$ cat src/rtl/mem_arbiter.sv
// Two-to-one round-robin arbiter between I-cache, D-cache and one memory port.
// Keeps a write-back and the refill read that follows it together on the port.
module mem_arbiter #(
    parameter int unsigned ADDR_W = 28,
    parameter int unsigned DATA_W = 128
) (
    input  logic              clk,
    input  logic              proc_reset_n,
    // I-cache side
    input  logic              i_mem_read,
    input  logic              i_mem_write,
    input  logic [ADDR_W-1:0] i_mem_addr,
    input  logic [DATA_W-1:0] i_mem_wdata,
    output logic [DATA_W-1:0] i_mem_rdata,
    output logic              i_mem_ready,
    // D-cache side
    input  logic              d_mem_read,
    input  logic              d_mem_write,
    input  logic [ADDR_W-1:0] d_mem_addr,
    input  logic [DATA_W-1:0] d_mem_wdata,
    output logic [DATA_W-1:0] d_mem_rdata,
    output logic              d_mem_ready,
    // memory side
    output logic              mem_read,
    output logic              mem_write,
    output logic [ADDR_W-1:0] mem_addr,
    output logic [DATA_W-1:0] mem_wdata,
    input  logic [DATA_W-1:0] mem_rdata,
    input  logic              mem_ready,
    output logic              mem_owner
);

    typedef enum logic [0:0] {
        S_IDLE = 1'b0,
        S_BUSY = 1'b1
    } state_t;

    state_t            r_state;
    state_t            w_state_nxt;
    logic              r_mem_read;
    logic              r_mem_write;
    logic [ADDR_W-1:0] r_mem_addr;
    logic [DATA_W-1:0] r_mem_wdata;
    logic              r_owner;
    logic              r_last_owner;
    logic              r_sticky;

    logic              w_mem_read_nxt;
    logic              w_mem_write_nxt;
    logic [ADDR_W-1:0] w_mem_addr_nxt;
    logic [DATA_W-1:0] w_mem_wdata_nxt;
    logic              w_owner_nxt;
    logic              w_last_owner_nxt;
    logic              w_sticky_nxt;

    logic              w_i_req;
    logic              w_d_req;
    logic              w_grant_d;
    logic              w_busy_done;

    assign w_i_req     = i_mem_read | i_mem_write;
    assign w_d_req     = d_mem_read | d_mem_write;
    assign w_busy_done = (r_state == S_BUSY) && mem_ready;

    // Tie-break: sticky re-grants the last owner so its refill follows its write-back.
    always_comb begin
        w_grant_d = w_d_req;
        if (w_i_req && w_d_req) begin
            w_grant_d = r_sticky ? r_last_owner : ~r_last_owner;
        end
    end

    always_ff @(posedge clk) begin
        if (!proc_reset_n) begin
            r_state      <= S_IDLE;
            r_mem_read   <= 1'b0;
            r_mem_write  <= 1'b0;
            r_mem_addr   <= '0;
            r_mem_wdata  <= '0;
            r_owner      <= 1'b0;
            r_last_owner <= 1'b0;
            r_sticky     <= 1'b0;
        end else begin
            r_state      <= w_state_nxt;
            r_mem_read   <= w_mem_read_nxt;
            r_mem_write  <= w_mem_write_nxt;
            r_mem_addr   <= w_mem_addr_nxt;
            r_mem_wdata  <= w_mem_wdata_nxt;
            r_owner      <= w_owner_nxt;
            r_last_owner <= w_last_owner_nxt;
            r_sticky     <= w_sticky_nxt;
        end
    end

    always_comb begin
        w_state_nxt      = r_state;
        w_mem_read_nxt   = r_mem_read;
        w_mem_write_nxt  = r_mem_write;
        w_mem_addr_nxt   = r_mem_addr;
        w_mem_wdata_nxt  = r_mem_wdata;
        w_owner_nxt      = r_owner;
        w_last_owner_nxt = r_last_owner;
        w_sticky_nxt     = r_sticky;

        case (r_state)
            S_IDLE: begin
                if (w_i_req || w_d_req) begin
                    w_state_nxt  = S_BUSY;
                    w_owner_nxt  = w_grant_d;
                    w_sticky_nxt = 1'b0;
                    // A simultaneous read and write on one port issues only the write.
                    if (w_grant_d) begin
                        w_mem_write_nxt = d_mem_write;
                        w_mem_read_nxt  = d_mem_read & ~d_mem_write;
                        w_mem_addr_nxt  = d_mem_addr;
                        w_mem_wdata_nxt = d_mem_wdata;
                    end else begin
                        w_mem_write_nxt = i_mem_write;
                        w_mem_read_nxt  = i_mem_read & ~i_mem_write;
                        w_mem_addr_nxt  = i_mem_addr;
                        w_mem_wdata_nxt = i_mem_wdata;
                    end
                end
            end
            S_BUSY: begin
                if (mem_ready) begin
                    w_state_nxt      = S_IDLE;
                    w_mem_read_nxt   = 1'b0;
                    w_mem_write_nxt  = 1'b0;
                    w_last_owner_nxt = r_owner;
                    w_sticky_nxt     = r_mem_write;
                end
            end
            default: begin
                w_state_nxt = S_IDLE;
            end
        endcase
    end

    // Completion goes straight back to the owner; suppressed while reset is asserted.
    assign i_mem_ready = proc_reset_n & w_busy_done & ~r_owner;
    assign d_mem_ready = proc_reset_n & w_busy_done & r_owner;

    assign i_mem_rdata = mem_rdata;
    assign d_mem_rdata = mem_rdata;

    assign mem_read  = r_mem_read;
    assign mem_write = r_mem_write;
    assign mem_addr  = r_mem_addr;
    assign mem_wdata = r_mem_wdata;
    assign mem_owner = r_owner;

endmodule

$ cat config.mk
export PLATFORM = sky130hd
export DESIGN_NAME = mem_arbiter
export DESIGN_NICKNAME = d
export VERILOG_FILES = /design/src/rtl/mem_arbiter.sv
export SDC_FILE = /design/constraint.sdc
export NUM_CORES = 1
export LEC_CHECK = 0
export ABC_CLOCK_PERIOD_IN_PS = 1900
export CAP_MARGIN = 20
export CELL_PAD_IN_SITES_DETAIL_PLACEMENT = 0
export CELL_PAD_IN_SITES_GLOBAL_PLACEMENT = 1
export CORE_AREA = 2 2 334 336
export DETAILED_ROUTE_END_ITERATION = 7
export DIE_AREA = 0 0 336 338
export PLACE_DENSITY = 0.41
export SLEW_MARGIN = 25
export SYNTH_ARGS = -nofsm -noshare
export SYNTH_HDL_FRONTEND = slang
export SYNTH_SLANG_ARGS = --single-unit
export TNS_END_PERCENT = 5
$ cat constraint.sdc
create_clock -name clk -period 1.9 [get_ports clk]
set_input_delay 0.57 -clock clk [delete_from_list [all_inputs] [get_ports clk]]
set_output_delay 0.57 -clock clk [all_outputs]
set_load 0.005 [all_outputs]
==> flow_summary.json, run 1 <==
{
  "status": "complete, but fails checks",
  "violations": "negative setup slack",
  "num-nets-final": 1696,
  "worstPathRequired_ns": 2.28,
  "initial_core_util_pct": 7.78,
  "power_uw": 10900,
  "dr.pass1.iters": 4,
  "layout_common_cells": "clkdlybuf4s50_1 (313), nand2_1 (160), dfxtp_1 (150)",
  "grt_pass1_vias": 8180,
  "final-hold-violation-count": 0,
  "use_met2_pct": 12.5,
  "synth_cell_types": 28,
  "ctsHoldBuffers": 0,
  "hpwl_um": 38000,
  "r2r-end": "mem_wdata[79]",
  "rsz0062_at_grt": "true",
  "crit_slowest_cell": "clkdlybuf4s50_1",
  "placed_area_um2": 13600,
  "power_density_nw_per_um2": 770,
  "grt-ovfl-total": 0,
  "skew_ns": 0.00889,
  "cp-endpoint": "mem_wdata[79]",
  "relSlewSlack_pct": 59.6,
  "worstSetupEndpointType": "register",
  "clk_pin_slew_ns": 0.07,
  "antenna_found_initial": 3,
  "min_path_type": "reg -> reg",
  "io_pins": 864,
  "final.min_clock_period_ns": 1.92,
  "utilization_pct": 12.9,
  "dieArea_um2": 114000,
  "htree_levels": 4,
  "critPathKind": "in -> reg",
  "synth-edff-count": 0,
  "ir_drop_mv": 0.496,
  "place_congestion": 0.745,
  "drive_gt1_share_pct": 20.4,
  "synth-seq-cells": 162,
  "instances_no_fill": 2751,
  "r2r_cells": 7,
  "synth_area_um2": 8560,
  "slowest_delay_ns": 0.52,
  "top_usage_layer": "met2",
  "clock_latency_ns": 0.50,
  "die_y_um": 338,
  "ys.warnings.count": 0,
  "grt_pass1_wl_um": 61500,
  "crit_path_cell_trace": "clkdlybuf4s50_1 > o21bai_1 > a21o_4 > buf_12 > o22ai_1 > buf_4 > a21oi_2",
  "crit_arrival_ns": 2.30,
  "reg2reg_from": "r_state",
  "routed_wl_um": 46100,
  "syn_area_per_cell_um2": 8.64,
  "dieWidth_um": 336,
  "dr.first_iter.drc_count": 190,
  "core_um2": 110000,
  "critPathLaunchType": "input port",
  "clock-root-buffer": "clkbuf_16",
  "met3_usage_pct": 2.72,
  "ant_nets": 0,
  "syn-num-nets": 1438,
  "min_period_over_period_pct": 101,
  "syn_inst": 991,
  "synthArstFlopShare_pct": 0,
  "layout.cells.most_common": "clkdlybuf4s50_1",
  "io_buffers": 479,
  "wl_per_cell_um": 16.8,
  "max_freq_mhz": 520,
  "clock-sinks": 162,
  "synth-seq-area-share_pct": 37.9,
  "worst_slack_ns": -0.0217,
  "vias": 7790,
  "cts_tree": "yes",
  "area_delta_synth_final_pct": 66.1,
  "grt_max_degree": 92,
  "r2r_setup_slack_ns": 0.07,
  "drc": 0,
  "cts_max_path_buffers": 2,
  "ys.flop_type": "dfxtp_1",
  "maxSlewViolCount": 0,
  "setup_violations": 2,
  "use_met1_pct": 9.14,
  "dp.cells": 2716,
  "cts_buffers": 17,
  "cp_max_fo": 67,
  "tightest_slew_ns": 0.606,
  "fin_area_um2": 14200,
  "num_rows": 122,
  "grtUsageTotal_pct": 7.87,
  "max_cap_viol_count": 0,
  "viasPerCell": 2.83,
  "dpl_worst_slack_ns": -0.661,
  "crit_start": "i_mem_read",
  "p_leak_uw": 0.00526
}
sequential cells by signal, indices dropped and copies added, names as in the netlist:
register and count:
mem_wdata 128, mem_addr 28, mem_owner 1, mem_read 1
mem_write 1, r_last_owner 1, r_state 1, r_sticky 1
how the worst min path moves through the flow:
stage | from | to | slack [ns] | depth (start not counted)
2_1_floorplan | mem_addr[0] | mem_addr[0] | 0.45 | 2
3_3_place_gp | mem_wdata[111] | mem_wdata[111] | 0.44 | 2
3_5_place_dp | mem_wdata[118] | mem_wdata[118] | 0.45 | 2
4_1_cts | mem_wdata[118] | mem_wdata[118] | 0.45 | 2
5_1_grt | mem_wdata[107] | mem_wdata[107] | 0.48 | 2
6_report | mem_wdata[118] | mem_wdata[118] | 0.45 | 2
layout make-up:
type / instances / area [um^2]
Antenna cell: 1 / 2.50
Clock buffer: 17 / 425
Clock inverter: 15 / 179
Fill cell: 12600 / 95800
Inverter: 3 / 11.3
Multi-Input combinational cell: 500 / 3020
Sequential cell: 162 / 3270
Tap cell: 1488 / 1860
Timing Repair Buffer: 565 / 5450
synth_stat cells (all sizes together) (2+ instances only):
master  instances  area, um^2
buf           308        2310
dfxtp         162        3240
nand2         160         601
a21oi         159        1170
o22ai         156         976
clkbuf         18        67.6
nor2            6        22.5
nand3           4        25.0
inv             3        11.3
nand2b          2        12.5
timing repair:
action | 4_1_cts | 5_1_grt
gates resized for setup | 211 | 12
endpoints found under the setup margin | 164 | 81
cloned | 0 | 1
setup buffers | 0 | 1
pin swaps | 2 | 1
power breakdown:
group	total [uW]	switching [uW]	internal, uW	leakage, uW
clock network	3820	1740	2080	0.000299
registers	4080	247	3830	0.00136
logic	3040	1420	1620	0.00360
total	10900	3410	7530	0.00526
critical path, delay by kind of cell:
kind / cells / cell delay (ns)
AO/OA/AOI/OAI: 4 / 0.74
buffers and inverters: 3 / 0.88
per-stage QoR:
step,hold WS [ns],setup TNS (ns)
final,0.450,-0.0299
after detailed placement,0.446,-76.52
after CTS,0.454,-0.0383
after global placement,0.443,-75.12
after global routing,0.477,-0.0383
after floorplan,0.453,0
per-layer routing:
metal | vias up | share of wire, %
li1 | 3712 | -
met1 | 3522 | 42
met2 | 403 | 46
met3 | 153 | 7.5
met4 | 0 | 4.6
met5 | - | 0
cell families after synthesis:
logic type,after synthesis,share of synthesized area (%)
and+or+nand+nor,175,8.01
AOI/OAI and AO/OA,323,25.9
buffers and inverters,329,27.9
muxes,1,0.117
DFF,162,37.9
xor gates and xnor gates,1,0.190
Power figures use the tool's default switching activity.
==> run 2, diff against run 1 <==
CORE_AREA = 2 2 336 338   (was 2 2 334 336)
CTS_BUF_LIST = sky130_fd_sc_hd__clkbuf_8   (was not set)
DIE_AREA = 0 0 338 340   (was 0 0 336 338)
==> run 2 against run 1 <==
Sequential cell count unchanged. Critical path depth up 1. Non-clock buffer count down 3. Die area up 1.2%. Wire length down 1.6%. Clock skew up 0.0061 ns. Global-route usage down 0.18 points. Worst setup slack about the same. Via count down 0.36%. Register-to-register slack worse by 0.06 ns. First-iteration DRC count up 2.6%. The flow still finishes with violations (negative setup slack). Maximum frequency about the same.
==> flow_summary.json, run 2 (synthesis results as in run 1) <==
{
  "clock-root-buffer": "clkbuf_8",
  "skew_ns": 0.0150,
  "io_pins": 864,
  "num-nets-final": 1693,
  "drc": 0,
  "status": "complete, but fails checks",
  "layout_common_cells": "clkdlybuf4s50_1 (316), nand2_1 (160), o22ai_1 (143)",
  "violations": "negative setup slack",
  "r2r_setup_slack_ns": 0.01,
  "p_leak_uw": 0.00507,
  "dpl_worst_slack_ns": -0.689,
  "ant_nets": 0,
  "power_frac_comb_pct": 28.9,
  "final.min_clock_period_ns": 1.92,
  "io_buffers": 479,
  "clock_latency_ns": 0.58,
  "ir_drop_mv": 0.404,
  "antenna_found_initial": 3,
  "final-hold-violation-count": 0,
  "drive_gt1_share_pct": 27.8,
  "crit_slowest_cell": "clkdlybuf4s50_1",
  "grtUsageTotal_pct": 7.69,
  "holdWs_ns": 0.457,
  "grt-ovfl-total": 0,
  "worstSetupEndpointType": "register",
  "vias": 7762,
  "min_period_over_period_pct": 101,
  "power_density_nw_per_um2": 732,
  "min_to": "mem_wdata[89]",
  "viasPerCell": 2.81,
  "dr.first_iter.drc_count": 195,
  "critPathKind": "in -> reg",
  "dr.pass1.iters": 4,
  "hold_start": "mem_wdata[89]",
  "crit_path_cell_trace": "clkdlybuf4s50_1 > or2_1 > buf_4 > o211ai_4 > buf_12 > o22ai_1 > buf_4 > a21oi_2",
  "layout.cells.most_common": "clkdlybuf4s50_1",
  "dieWidth_um": 338,
  "routed_wl_um": 45400,
  "worst_slack_ns": -0.0213,
  "antenna_cells": 0,
  "initial_core_util_pct": 7.67,
  "instances_no_fill": 2759,
  "num_rows": 123,
  "holdPathStages": 2,
  "switchingPower_uw": 3410,
  "grt_max_degree": 82,
  "power_frac_seq_pct": 39.9,
  "worstPathRequired_ns": 2.41,
  "ctsHoldBuffers": 0,
  "maxSlewViolCount": 0,
  "clk_pin_slew_ns": 0.11,
  "die_y_um": 340,
  "min_path_type": "reg -> reg",
  "relSlewSlack_pct": 66.0,
  "cts_tree": "yes",
  "dieArea_um2": 115000,
  "clock-sinks": 162,
  "placed_area_um2": 13600,
  "largest_reg_flops": 128,
  "grt_pass1_wl_um": 61600,
  "place_congestion": 0.725,
  "core_um2": 112000,
  "grt_pass1_vias": 8304,
  "area_delta_synth_final_pct": 63.6,
  "r2r-end": "mem_wdata[74]",
  "reg2reg_from": "r_state",
  "max_freq_mhz": 520,
  "cts_max_path_buffers": 2,
  "slowest_delay_ns": 0.45,
  "wl_per_cell_um": 16.5,
  "clockPowerShare_pct": 31.2,
  "setup_violations": 4,
  "dp.cells": 2726,
  "crit_top_cell": "buf_4",
  "r2r_cells": 7,
  "fin_area_um2": 14000,
  "max_cap_viol_count": 0,
  "rsz0062_at_grt": "true",
  "switching_share_pct": 33.3,
  "hpwl_um": 35700,
  "cp_max_fo": 57,
  "fill_cells": 12800,
  "p_int_uw": 6840,
  "cts_buffers": 17,
  "critPathLaunchType": "input port",
  "crit_arrival_ns": 2.44,
  "tightest_slew_ns": 0.510,
  "htree_levels": 4
}
==> run 2: cell type report <==
class / count / area, um^2 / area share, %
Clock buffer: 17 / 234 / 1.67
Clock inverter: 15 / 216 / 1.55
Inverter: 3 / 11.3 / 0.0804
Multi-Input combinational cell: 500 / 3040 / 21.7
Sequential cell: 162 / 3330 / 23.8
Tap cell: 1500 / 1880 / 13.4
Timing Repair Buffer: 562 / 5290 / 37.8
==> run 2: power groups by stage <==
stage               Combinational (uW)  Sequential (uW)  Clock (uW)
finish                            2960             4090        3190
CTS                               3070             4100        3540
floorplan                         1440             4150           0
global route                      3230             4160        3600
global placement                  3330             4150           0
detailed placement                3330             4150           0
==> run 2: how the worst max path moves through the flow <==
stage / startpoint / end / slack [ns] / depth (start not counted)
global placement: d_mem_write / mem_wdata[2] / -0.71 / 7
global route: r_state / i_mem_ready / -0.08 / 3
finish: d_mem_write / mem_wdata[45] / -0.02 / 8
CTS: r_state / d_mem_ready / -0.16 / 3
floorplan: proc_reset_n / d_mem_ready / 0.10 / 4
detailed placement: d_mem_write / mem_wdata[2] / -0.69 / 7
==> run 2: per-layer routing <==
layer	vias to the layer above	GRT usage, %	share of wire (%)
met5	-	0	0.029
met4	2	4.96	5.5
met3	171	3.22	9.8
met2	412	12.2	45
met1	3484	8.40	40
li1	3693	-	-
==> run 2: repair_timing <==
action                                  4_1_cts  5_1_grt
gates resized for setup                     403       10
pin swaps                                     1        1
endpoints found under the setup margin      169       10
setup buffers                                 1        0
==> run 2: metrics by stage <==
stage,utilization (%),power (uW),TNS (ns)
after detailed placement,12.2,7480,-79.50
after CTS,12.5,10700,-0.238
after floorplan,-,5590,0
final,12.6,10200,-0.0453
after global placement,12.2,7470,-78.18
after global routing,12.6,11000,-0.155
==> run 2: worst max-delay path: cells and delay by family <==
family	cells	cell delay, ns
and+or+nand+nor	1	0.28
buffers and inverters	4	1.06
AOI/OAI and AO/OA	3	0.38
